===== src/rtl/alu_cmd_ctrl.sv =====
// alu_cmd_ctrl: RX byte-frame decoder that drives an ALU and
// forwards each result to the transmitter, with ALU timeout.
module alu_cmd_ctrl #(
   parameter int DATA_WIDTH  = 8,
   parameter int FUN_WIDTH   = 4,
   parameter int TIMEOUT_CYC = 4
) (
   input  logic                  CLK,
   input  logic                  RST,
   input  logic [DATA_WIDTH-1:0] RX_P_DATA,
   input  logic                  RX_D_VLD,
   output logic [DATA_WIDTH-1:0] ALU_A,
   output logic [DATA_WIDTH-1:0] ALU_B,
   output logic [FUN_WIDTH-1:0]  ALU_FUN,
   output logic                  ALU_EN,
   input  logic [DATA_WIDTH-1:0] ALU_OUT,
   input  logic                  ALU_OUT_VLD,
   output logic [DATA_WIDTH-1:0] TX_P_DATA,
   output logic                  TX_D_VLD,
   input  logic                  TX_BUSY,
   output logic                  FRAME_ERR
);

   localparam int CW = (TIMEOUT_CYC < 2) ? 1 : $clog2(TIMEOUT_CYC + 1);

   localparam logic [DATA_WIDTH-1:0] CMD_AB  = DATA_WIDTH'('hCC);
   localparam logic [DATA_WIDTH-1:0] CMD_FUN = DATA_WIDTH'('hDD);
   localparam logic [CW-1:0]         TO_LAST = CW'(TIMEOUT_CYC - 1);

   typedef enum logic [2:0] {
      IDLE,
      GET_A,
      GET_B,
      GET_FUN,
      WAIT_RES,
      SEND
   } state_t;

   state_t        state;
   logic [CW-1:0] to_cnt;

   // Frame FSM with registered operands, strobes and result.
   // TX_P_DATA doubles as the result register: it is loaded once at
   // capture and held until the strobe, even under back-pressure.
   // The timeout counter is frozen while ALU_EN is still high so
   // counting starts on the edge after ALU_EN falls.
   always_ff @(posedge CLK or negedge RST) begin
      if (!RST) begin
         state     <= IDLE;
         to_cnt    <= '0;
         ALU_A     <= '0;
         ALU_B     <= '0;
         ALU_FUN   <= '0;
         ALU_EN    <= 1'b0;
         TX_P_DATA <= '0;
         TX_D_VLD  <= 1'b0;
         FRAME_ERR <= 1'b0;
      end else begin
         ALU_EN    <= 1'b0;
         TX_D_VLD  <= 1'b0;
         FRAME_ERR <= 1'b0;
         unique case (state)
            IDLE: begin
               if (RX_D_VLD) begin
                  if (RX_P_DATA == CMD_AB) begin
                     state <= GET_A;
                  end else if (RX_P_DATA == CMD_FUN) begin
                     state <= GET_FUN;
                  end else begin
                     FRAME_ERR <= 1'b1;
                  end
               end
            end
            GET_A: begin
               if (RX_D_VLD) begin
                  ALU_A <= RX_P_DATA;
                  state <= GET_B;
               end
            end
            GET_B: begin
               if (RX_D_VLD) begin
                  ALU_B <= RX_P_DATA;
                  state <= GET_FUN;
               end
            end
            GET_FUN: begin
               if (RX_D_VLD) begin
                  ALU_FUN <= RX_P_DATA[FUN_WIDTH-1:0];
                  ALU_EN  <= 1'b1;
                  to_cnt  <= '0;
                  state   <= WAIT_RES;
               end
            end
            WAIT_RES: begin
               if (ALU_OUT_VLD) begin
                  TX_P_DATA <= ALU_OUT;
                  to_cnt    <= '0;
                  if (!TX_BUSY) begin
                     TX_D_VLD <= 1'b1;
                     state    <= IDLE;
                  end else begin
                     state <= SEND;
                  end
               end else if (!ALU_EN) begin
                  if (to_cnt == TO_LAST) begin
                     FRAME_ERR <= 1'b1;
                     to_cnt    <= '0;
                     state     <= IDLE;
                  end else begin
                     to_cnt <= to_cnt + 1'b1;
                  end
               end
            end
            SEND: begin
               if (!TX_BUSY) begin
                  TX_D_VLD <= 1'b1;
                  state    <= IDLE;
               end
            end
            default: begin
               state <= IDLE;
            end
         endcase
      end
   end

endmodule


===== config.mk =====
export PLATFORM = sky130hd
export DESIGN_NAME = alu_cmd_ctrl
export DESIGN_NICKNAME = d
export VERILOG_FILES = /design/src/rtl/alu_cmd_ctrl.sv
export SDC_FILE = /design/constraint.sdc
export NUM_CORES = 1
export LEC_CHECK = 0
export ABC_AREA = 1
export BUFFER_PORTS_ARGS = -buffer_cell sky130_fd_sc_hd__buf_2
export CORE_ASPECT_RATIO = 0.75
export CORE_MARGIN = 5
export CORE_UTILIZATION = 50
export CTS_CLUSTER_SIZE = 24
export DETAILED_ROUTE_END_ITERATION = 10
export PLACE_DENSITY = 0.88
export SLEW_MARGIN = 20
export SYNTH_ARGS = -nofsm -noshare
export SYNTH_HDL_FRONTEND = slang
export SYNTH_SLANG_ARGS = --single-unit
export TNS_END_PERCENT = 50

===== constraint.sdc =====
create_clock -name CLK -period 1.4 [get_ports CLK]
set_input_delay 0.07 -clock CLK [delete_from_list [all_inputs] [get_ports CLK]]
set_output_delay 0.07 -clock CLK [all_outputs]
set_load 0.005 [all_outputs]

==> flow_summary.toml, run 1 <==
[sta]
max_clock_freq_ghz = 0.758
worst_slew_pin_slew_ns = 0.450
hold_ws_ns = -0.00314
skew_ns = 0.00212
fin_crit_ns = 1.32
finalCritPeriodShare_pct = 94.3
maxSlewViolCount = 0
setup_violations = 0
fin_tns_setup_ns = 0
rsz0062_at_grt = "yes"
relSlewSlack_pct = 70.0
finalHoldViolCount = 1

[critical_path]
reg2reg_from = "state[1]"
startpoint_type = "flip-flop"
worst-setup-path-type = "flip-flop to flip-flop"
critPathCaptureType = "flip-flop"
worstPathArrival_ns = 1.49
r2r_end = "ALU_A[2]"
reg2regPathDepth = 5
crit_fanout = 16
rrSetupSlack_ns = 0.08
required_ns = 1.57

[worst_hold_path]
min_to = "TX_P_DATA[2]"
hp-start = "ALU_OUT[2]"
hp-class = "input pin to flip-flop"
holdPathStages = 3

[clock_network]
numCtsBuffers = 5
path_clk_slew_ns = 0.07
htree_num_levels = 2
cts_sinks = 37
tritoncts = "built"
clk_path_buf_depth = 2
clock_latency_ns = 0.28
cts_root_buffer = "clkbuf_8"

[synth]
syn-instance-count = 186
yosys_warnings = 0
synth-edff-count = 0
synthesis.area_um2 = 1690
synthFlopType = "dfrtp_1"
ys_ff_latch = 37
synth_commonest_cells = "nand2_1, dfrtp_1, inv_1, o21ai_0"
syn-num-nets = 208
synth.avg_cell_area_um2 = 9.06
synthDistinctLibCells = 26
async_flop_share_pct = 100
ys_seq_area_share_pct = 54.9
synth.area.top_cells = "dfrtp_1, nand2_1, o21ai_2"
yosysTopAreaCellShare_pct = 54.9
yosysTopAreaCell = "dfrtp_1"
synth.most_common_cell = "nand2_1"

[placement]
place_inst = 277
gp_congestion = 0.840
port_buffers = 51
dp_hpwl_um = 2810
placed_area_um2 = 2000

[route]
first_pass_iters = 5
viasPerCell = 4.94
route.vias.total = 1442
drc_errors = 0
drt-initial-drc-count = 53
wire_per_inst_um = 13.3
drt_wl_total_um = 3880
postRouteAntennaNets = 0

[pwr]
vdd_drop_max_v = 0.000997
p_total_uw = 4420
cellPowerDensity_nw_per_um2 = 2000
leakage_uw = 0.00119

[die]
core_um2 = 3270
die_w_um = 77.0
ios = 52
start_util_pct = 51.6
die_h_um = 60.3
die_area_um2 = 4640
fp-row-count = 18

[finish]
final_nets = 275
drive_gt1_share_pct = 37.7
antenna_cells = 0
stdcell_count = 292
final_cell_area_um2 = 2210
synthToLayoutAreaGrowth_pct = 31.3

[status]
violations = "hold timing"
outcome = "finished, violations left"

[flow_run]
drv_cap = 0

[grt]
antenna_found_initial = 0
track_usage_pct = 17.3
grt_pass1_wl_um = 6290
grt_pass1_vias = 1390
grt_overflow = 0
grt_max_degree = 20
==> sequential cells by signal (all words and copies together) (netlist names) <==
register,cells
ALU_EN,1
ALU_FUN,4
state,3
TX_P_DATA,8
ALU_A,8
ALU_B,8
to_cnt,3
FRAME_ERR,1
TX_D_VLD,1
==> what timing repair did <==
item | CTS | global route
hold buffers | 6 | 1
hold endpoints to repair | 23 | 1
setup endpoints to repair | 0 | 8
resized for setup | 0 | 14
buffers inserted | 0 | 2
==> kinds of logic (layout without fill, tap and decap cells) <==
group,count (synthesis),in the layout,synth area share [%]
DFF,37,37,54.9
AOI/OAI and AO/OA,26,26,9.50
and+or+nand+nor,100,100,28.6
buffers and inverters,22,88,6.24
adders and majority gates,1,1,0.742
==> critical path, stage by stage (launching register included) <==
cell	delay [ns]
dfrtp_2	0.45
buf_4	0.19
nor2_8	0.13
nand3_4	0.21
nand2_1	0.16
o21ai_2	0.06
==> final cells by class <==
cell class / instances / area, um^2
Fill cell: 266 / 1050
Sequential cell: 37 / 930
Multi-Input combinational cell: 127 / 703
Timing Repair Buffer: 64 / 383
Inverter: 18 / 72.6
Clock buffer: 5 / 68.8
Tap cell: 40 / 50.0
Clock inverter: 1 / 5.00
==> routing by layer <==
| metal | routed length [um] | track usage (%) |
|---|---|---|
| met2 | 1790 | 29.1 |
| met5 | 0 | 0 |
| met3 | 307 | 5.12 |
| met4 | 65 | 6.13 |
| met1 | 1720 | 21.6 |
==> report_power, final <==
group	leakage [uW]	total [uW]	internal, uW	switching (uW)
Clock	0.0000399	663	327	336
Combinational	0.000687	1870	841	1030
Sequential	0.000464	1890	1550	340
Total	0.00119	4420	2720	1700
==> cells in the final DEF (no fill, tap or decap), types with 2 or more instances in the layout <==
| cell type | n |
|---|---|
| nand2_2 | 4 |
| nand2_1 | 65 |
| nand3_1 | 8 |
| buf_2 | 51 |
| o21ai_2 | 8 |
| nand4_4 | 2 |
| a21oi_1 | 4 |
| inv_1 | 15 |
| o21ai_0 | 13 |
| dlygate4sd3_1 | 7 |
| nor2_2 | 3 |
| nor2_4 | 2 |
| inv_4 | 2 |
| dfrtp_2 | 3 |
| dfrtp_1 | 34 |
| nand3_2 | 2 |
| nor2_1 | 7 |
| buf_4 | 5 |
| clkbuf_8 | 5 |
==> per-stage QoR <==
stage	util (%)	hold WS (ns)	setup slack, ns
final	67.7	-0.00314	0.0800
after global routing	67.7	0.00754	-0.0120
after CTS	65.3	0.000739	0.0736
after detailed placement	61.2	0.0431	0.0862
after global placement	61.2	0.0356	0.129
after floorplan	-	-0.226	0.210
==> how the worst max path moves through the flow <==
stage	startpoint	to	slack, ns	depth (start not counted)
after CTS	state[1]	ALU_A[2]	0.07	5
after global routing	state[1]	ALU_A[4]	-0.01	5
after detailed placement	state[1]	ALU_A[2]	0.09	5
final	state[1]	ALU_A[2]	0.08	5
after floorplan	state[1]	TX_P_DATA[0]	0.21	8
after global placement	state[1]	ALU_A[4]	0.13	5
(Power assumes the default switching activity.)
==> run 2, diff against run 1 <==
--- a/config.mk
+++ b/config.mk
@@ -12,6 +12,7 @@
 export CORE_UTILIZATION = 50
 export CTS_CLUSTER_SIZE = 24
 export DETAILED_ROUTE_END_ITERATION = 10
+export HOLD_SLACK_MARGIN = 0.1
 export PLACE_DENSITY = 0.88
 export SLEW_MARGIN = 20
 export SYNTH_ARGS = -nofsm -noshare
==> run 2 against run 1 <==
Effect of this change:
- the flow now finishes without violations
- register-to-register slack about the same
- combinational power about the same
- clock skew about the same
- critical endpoint unchanged
==> flow_summary.toml, run 2 (synthesized netlist as in run 1, its figures left out) <==
[status]
outcome = "complete, no violations"

[grt]
grt_pass1_vias = 1450
antenna_found_initial = 0
grt_pass1_wl_um = 6500
grt_max_degree = 20
grt_overflow = 0
track_usage_pct = 17.9

[clock_network]
htree_num_levels = 2
path_clk_slew_ns = 0.07
tritoncts = "built"
clk_path_buf_depth = 2
clock_latency_ns = 0.28
cts_sinks = 37
numCtsBuffers = 5
cts_root_buffer = "clkbuf_8"

[finish]
synthToLayoutAreaGrowth_pct = 36.0
layout_common_cells = "nand2_1, buf_2, dfrtp_1"
finish.utilization_pct = 70.2
stdcell_count = 300
reg_top3 = "ALU_A: 8 flops, ALU_B: 8 flops, TX_P_DATA: 8 flops"
final_nets = 283
drive_gt1_share_pct = 36.5
antenna_cells = 0
final_cell_area_um2 = 2290
mostFrequentLayoutCell = "nand2_1"

[route]
first_pass_iters = 4
drt-initial-drc-count = 79
route.vias.total = 1486
met2_length_um = 1890
drt_wl_total_um = 4030
route.met3.wl_um = 242
wire_per_inst_um = 13.4
m1WireLength_um = 1860
top_layer = "met4"
drc_errors = 0
viasPerCell = 4.95
postRouteAntennaNets = 0

[sta]
setup_violations = 0
skew_ns = 0.00236
rsz0062_at_grt = "yes"
worst_slew_pin_slew_ns = 0.452
finalCritPeriodShare_pct = 94.4
relSlewSlack_pct = 69.9
fin_tns_setup_ns = 0
max_clock_freq_ghz = 0.757
maxSlewViolCount = 0
finalHoldViolCount = 0
fin_crit_ns = 1.32

[pwr]
vdd_drop_max_v = 0.000953
leakage_uw = 0.00122
cellPowerDensity_nw_per_um2 = 1940
seq_power_share_pct = 42.4
power_frac_clock_pct = 15.1
pwr-share-comb_pct = 42.5
power.internal_uw = 2730
p_switching_uw = 1720
swShare_pct = 38.6

[placement]
place_inst = 277
port_buffers = 51
gp_congestion = 0.840
dp_hpwl_um = 2810
placed_area_um2 = 2000

[flow_run]
drv_cap = 0

[critical_path]
startpoint_type = "flip-flop"
required_ns = 1.57
worstPathArrival_ns = 1.49
worst-setup-path-type = "flip-flop to flip-flop"
crit_fanout = 16
critPathCaptureType = "flip-flop"

[die]
die_w_um = 77.0
start_util_pct = 51.6
ios = 52
fp-row-count = 18
die_area_um2 = 4640
core_um2 = 3270
die_h_um = 60.3

[worst_hold_path]
hp-class = "input pin to flip-flop"
## run 2: changes by cell type in the layout (fill, tap and decap cells not counted)
| cell | previous run | this run |
|---|---|---|
| dlygate4sd3_1 | 7 | 15 |
## run 2: area by class of cell
class,instances,area (um^2)
Clock buffer,5,68.8
Clock inverter,1,5.00
Fill cell,252,973
Inverter,18,72.6
Multi-Input combinational cell,127,703
Sequential cell,37,930
Tap cell,40,50.0
Timing Repair Buffer,72,463
## run 2: layer usage
metal | global-route usage, % | vias to the layer above
met1 | 21.9 | 691
met3 | 5.42 | 4
met4 | 6.37 | 0
met2 | 30.5 | 49
met5 | 0 | -
li1 | - | 742
## run 2: power by group through the flow
stage          Combinational (uW)  Clock (uW)  Sequential [uW]
3_3_place_gp                 1660           0             1830
5_1_grt                      2120         728             1940
3_5_place_dp                 1740           0             1850
4_1_cts                      1770         679             1840
2_1_floorplan                1060           0             1850
6_report                     1890         671             1880
## run 2: critical path, stage by stage (launching register included)
cell and delay, ns:
dfrtp_2 0.45, buf_4 0.19, nor2_8 0.13, nand3_4 0.21
nand2_1 0.16, o21ai_2 0.06
## run 2: final timing paths
kind / startpoint / to / slack (ns) / cells past startpoint
hold / removal: RX_P_DATA[3] / ALU_A[3] / 0.11 / 3
max in group asynchronous: RST / state[1] / 0.67 / 3
setup / recovery: state[1] / ALU_A[2] / 0.08 / 5
setup reg to reg: state[1] / ALU_A[2] / 0.08 / 5
min in group asynchronous: RST / TX_P_DATA[7] / 0.27 / 2
hold reg to reg: TX_P_DATA[1] / TX_P_DATA[1] / 0.47 / 2
## run 2: metrics by stage
stage / hold slack, ns / setup slack, ns / power [uW]
after floorplan: -0.226 / 0.210 / 2910
after global placement: 0.0356 / 0.129 / 3490
after detailed placement: 0.0431 / 0.0862 / 3590
after CTS: 0.108 / 0.0736 / 4290
after global routing: 0.122 / -0.0103 / 4790
final: 0.109 / 0.0785 / 4450
## run 2: what timing repair did
item	CTS	global route
hold buffers	15	0
hold endpoints to repair	53	0
gates resized for setup	0	14
setup endpoints to repair	0	8
buffers inserted	0	2
==> run 3, diff against run 2 <==
--- a/config.mk
+++ b/config.mk
@@ -7,7 +7,7 @@
 export LEC_CHECK = 0
 export ABC_AREA = 1
 export BUFFER_PORTS_ARGS = -buffer_cell sky130_fd_sc_hd__buf_2
-export CORE_ASPECT_RATIO = 0.75
+export CORE_ASPECT_RATIO = 0.6
 export CORE_MARGIN = 5
 export CORE_UTILIZATION = 50
 export CTS_CLUSTER_SIZE = 24
==> constraint.sdc (replaced) <==
create_clock -name CLK -period 1.4 [get_ports CLK]
set_input_delay 0 -clock CLK [delete_from_list [all_inputs] [get_ports CLK]]
set_output_delay 0 -clock CLK [all_outputs]
set_load 0.005 [all_outputs]
==> run 3 against run 2 <==
Effect of this change:
- sequential cell count unchanged
- clock power increased by 40%
- via count increased by 1.7%
- count of clock-buffer cells in the layout increased by 2
- clock skew increased by 0.0023 ns
- sequential share of layout area decreased by 1.3 points
- cell area increased by 2.8%
- global-route usage increased by 1.7 points
- critical path type unchanged
==> flow_summary.toml, run 3 (synthesized netlist as in run 1, its figures left out) <==
[route]
drt_wl_total_um = 4110
postRouteAntennaNets = 0
drc_errors = 0
drt-initial-drc-count = 101
wire_per_inst_um = 13.1
viasPerCell = 4.83
route.vias.total = 1511
first_pass_iters = 4

[die]
die_area_um2 = 4670
start_util_pct = 52.0
die_w_um = 85.0
fp-row-count = 16
ios = 52
core_um2 = 3240
die_h_um = 55.0

[critical_path]
worstPathArrival_ns = 1.57
critPathTopFamily = "flip-flops"
crit_fanout = 8
startpoint_type = "flip-flop"
crit_slowest_cell = "dfrtp_1"
critPathCaptureType = "flip-flop"
cp_num_buf_inv = 1
rrSetupSlack_ns = 0.04
worst-setup-path-type = "flip-flop to flip-flop"
crit_chain = "buf_4 > nor2_8 > nand3_2 > o21ai_2"
cpPeakStageDelay_ns = 0.47
required_ns = 1.61

[placement]
dp_hpwl_um = 2920
port_buffers = 51
gp_congestion = 0.948
placed_area_um2 = 2010

[pwr]
pwr-share-comb_pct = 40.2
cellPowerDensity_nw_per_um2 = 1980
power.internal_uw = 2960
p_switching_uw = 1710
seq_power_share_pct = 39.7
leakage_uw = 0.00127
swShare_pct = 36.6
power_frac_clock_pct = 20.1
vdd_drop_max_v = 0.00102

[sta]
relSlewSlack_pct = 70.7
rsz0062_at_grt = "yes"
worst_slew_pin_slew_ns = 0.439
fin_crit_ns = 1.36
skew_ns = 0.00462
max_clock_freq_ghz = 0.735
finalCritPeriodShare_pct = 97.2
setup_violations = 0
finalHoldViolCount = 0
maxSlewViolCount = 0

[grt]
grt_pass1_wl_um = 6910
antenna_found_initial = 0
grt_max_degree = 20
track_usage_pct = 19.6
grt_pass1_vias = 1475
grt_overflow = 0

[clock_network]
clock_latency_ns = 0.29
cts_sinks = 37
htree_num_levels = 2
numCtsBuffers = 5
cts_root_buffer = "clkbuf_8"
clk_path_buf_depth = 2
tritoncts = "built"
path_clk_slew_ns = 0.07

[finish]
reg_top3 = "ALU_A: 8 flops, ALU_B: 8 flops, TX_P_DATA: 8 flops"
final_nets = 289
layout_common_cells = "nand2_1, buf_2, dfrtp_1"
final_cell_area_um2 = 2360
drive_gt1_share_pct = 34.7
antenna_cells = 0
finish.utilization_pct = 72.6
synthToLayoutAreaGrowth_pct = 39.8
n_fill_cell = 228
mostFrequentLayoutCell = "nand2_1"

[flow_run]
drv_cap = 0

[status]
outcome = "complete, no violations"

[worst_hold_path]
hp-class = "input pin to flip-flop"
[run 3: cell types whose count changed in the layout (fill, tap and decap cells not counted), sizes merged]
cell | previous run | this run
dlygate4sd3 | 15 | 19
clkbuf | 5 | 7
buf | 57 | 58
bufinv | 0 | 1
clkinv | 1 | 0
nand3 | 11 | 12
[run 3: tightest hold or removal path, cell delays in order]
cell and delay, ns:
buf_2 0.10, inv_1 0.12, nor2_4 0.07, nand2_1 0.05, nand2_1 0.05
[run 3: power groups by stage]
stage / clock network [uW] / logic (uW) / registers (uW)
finish: 938 / 1880 / 1850
global route: 1000 / 2140 / 1910
CTS: 955 / 1800 / 1840
detailed placement: 0 / 1760 / 1850
global placement: 0 / 1690 / 1840
floorplan: 0 / 1060 / 1850
[run 3: per-layer routing]
metal	wire, um	vias to the layer above	GRT usage [%]	part of all wire (%)
li1	-	755	-	-
met1	1920	686	25.4	47
met2	1810	63	32.5	44
met3	327	7	5.77	8.0
met4	48	0	6.32	1.2
met5	0	-	0	0
[run 3: worst paths after layout]
check	from	to	cells past startpoint
max in group asynchronous	RST	ALU_A[5]	3
max	state[1]	ALU_A[1]	4
min reg2reg	TX_P_DATA[5]	TX_P_DATA[5]	2
max reg2reg	state[1]	ALU_A[1]	4
min in group asynchronous	RST	TX_D_VLD	2
min	ALU_OUT_VLD	TX_P_DATA[3]	5
[run 3: final cells by class]
type / instances / area (um^2) / area share (%)
well taps: 45 / 56.3 / 2.39
inverters: 18 / 70.1 / 2.97
clock inverters: 1 / 30.0 / 1.27
clock buffers: 7 / 86.3 / 3.66
flip-flops and latches: 37 / 926 / 39.3
multi-input cells: 128 / 677 / 28.7
repair buffers: 77 / 510 / 21.7
[run 3: what timing repair did]
item                       4_1_cts  5_1_grt
gates resized for setup          0        4
setup endpoints to repair        0       15
setup buffers                    0        2
hold endpoints to repair        67        0
hold buffers                    19        0
[run 3: metrics by stage]
| step | setup TNS (ns) | cells | setup WS (ns) | hold slack, ns | total power [uW] |
|---|---|---|---|---|---|
| 5_1_grt | -0.0630 | 313 | -0.0132 | 0.162 | 5060 |
| 3_5_place_dp | 0 | 283 | 0.0620 | -0.0328 | 3620 |
| 2_1_floorplan | 0 | 186 | 0.210 | -0.296 | 2910 |
| 3_3_place_gp | 0 | 283 | 0.0994 | -0.0360 | 3530 |
| 4_1_cts | 0 | 310 | 0.0494 | 0.132 | 4600 |
| 6_report | 0 | 313 | 0.0390 | 0.150 | 4670 |
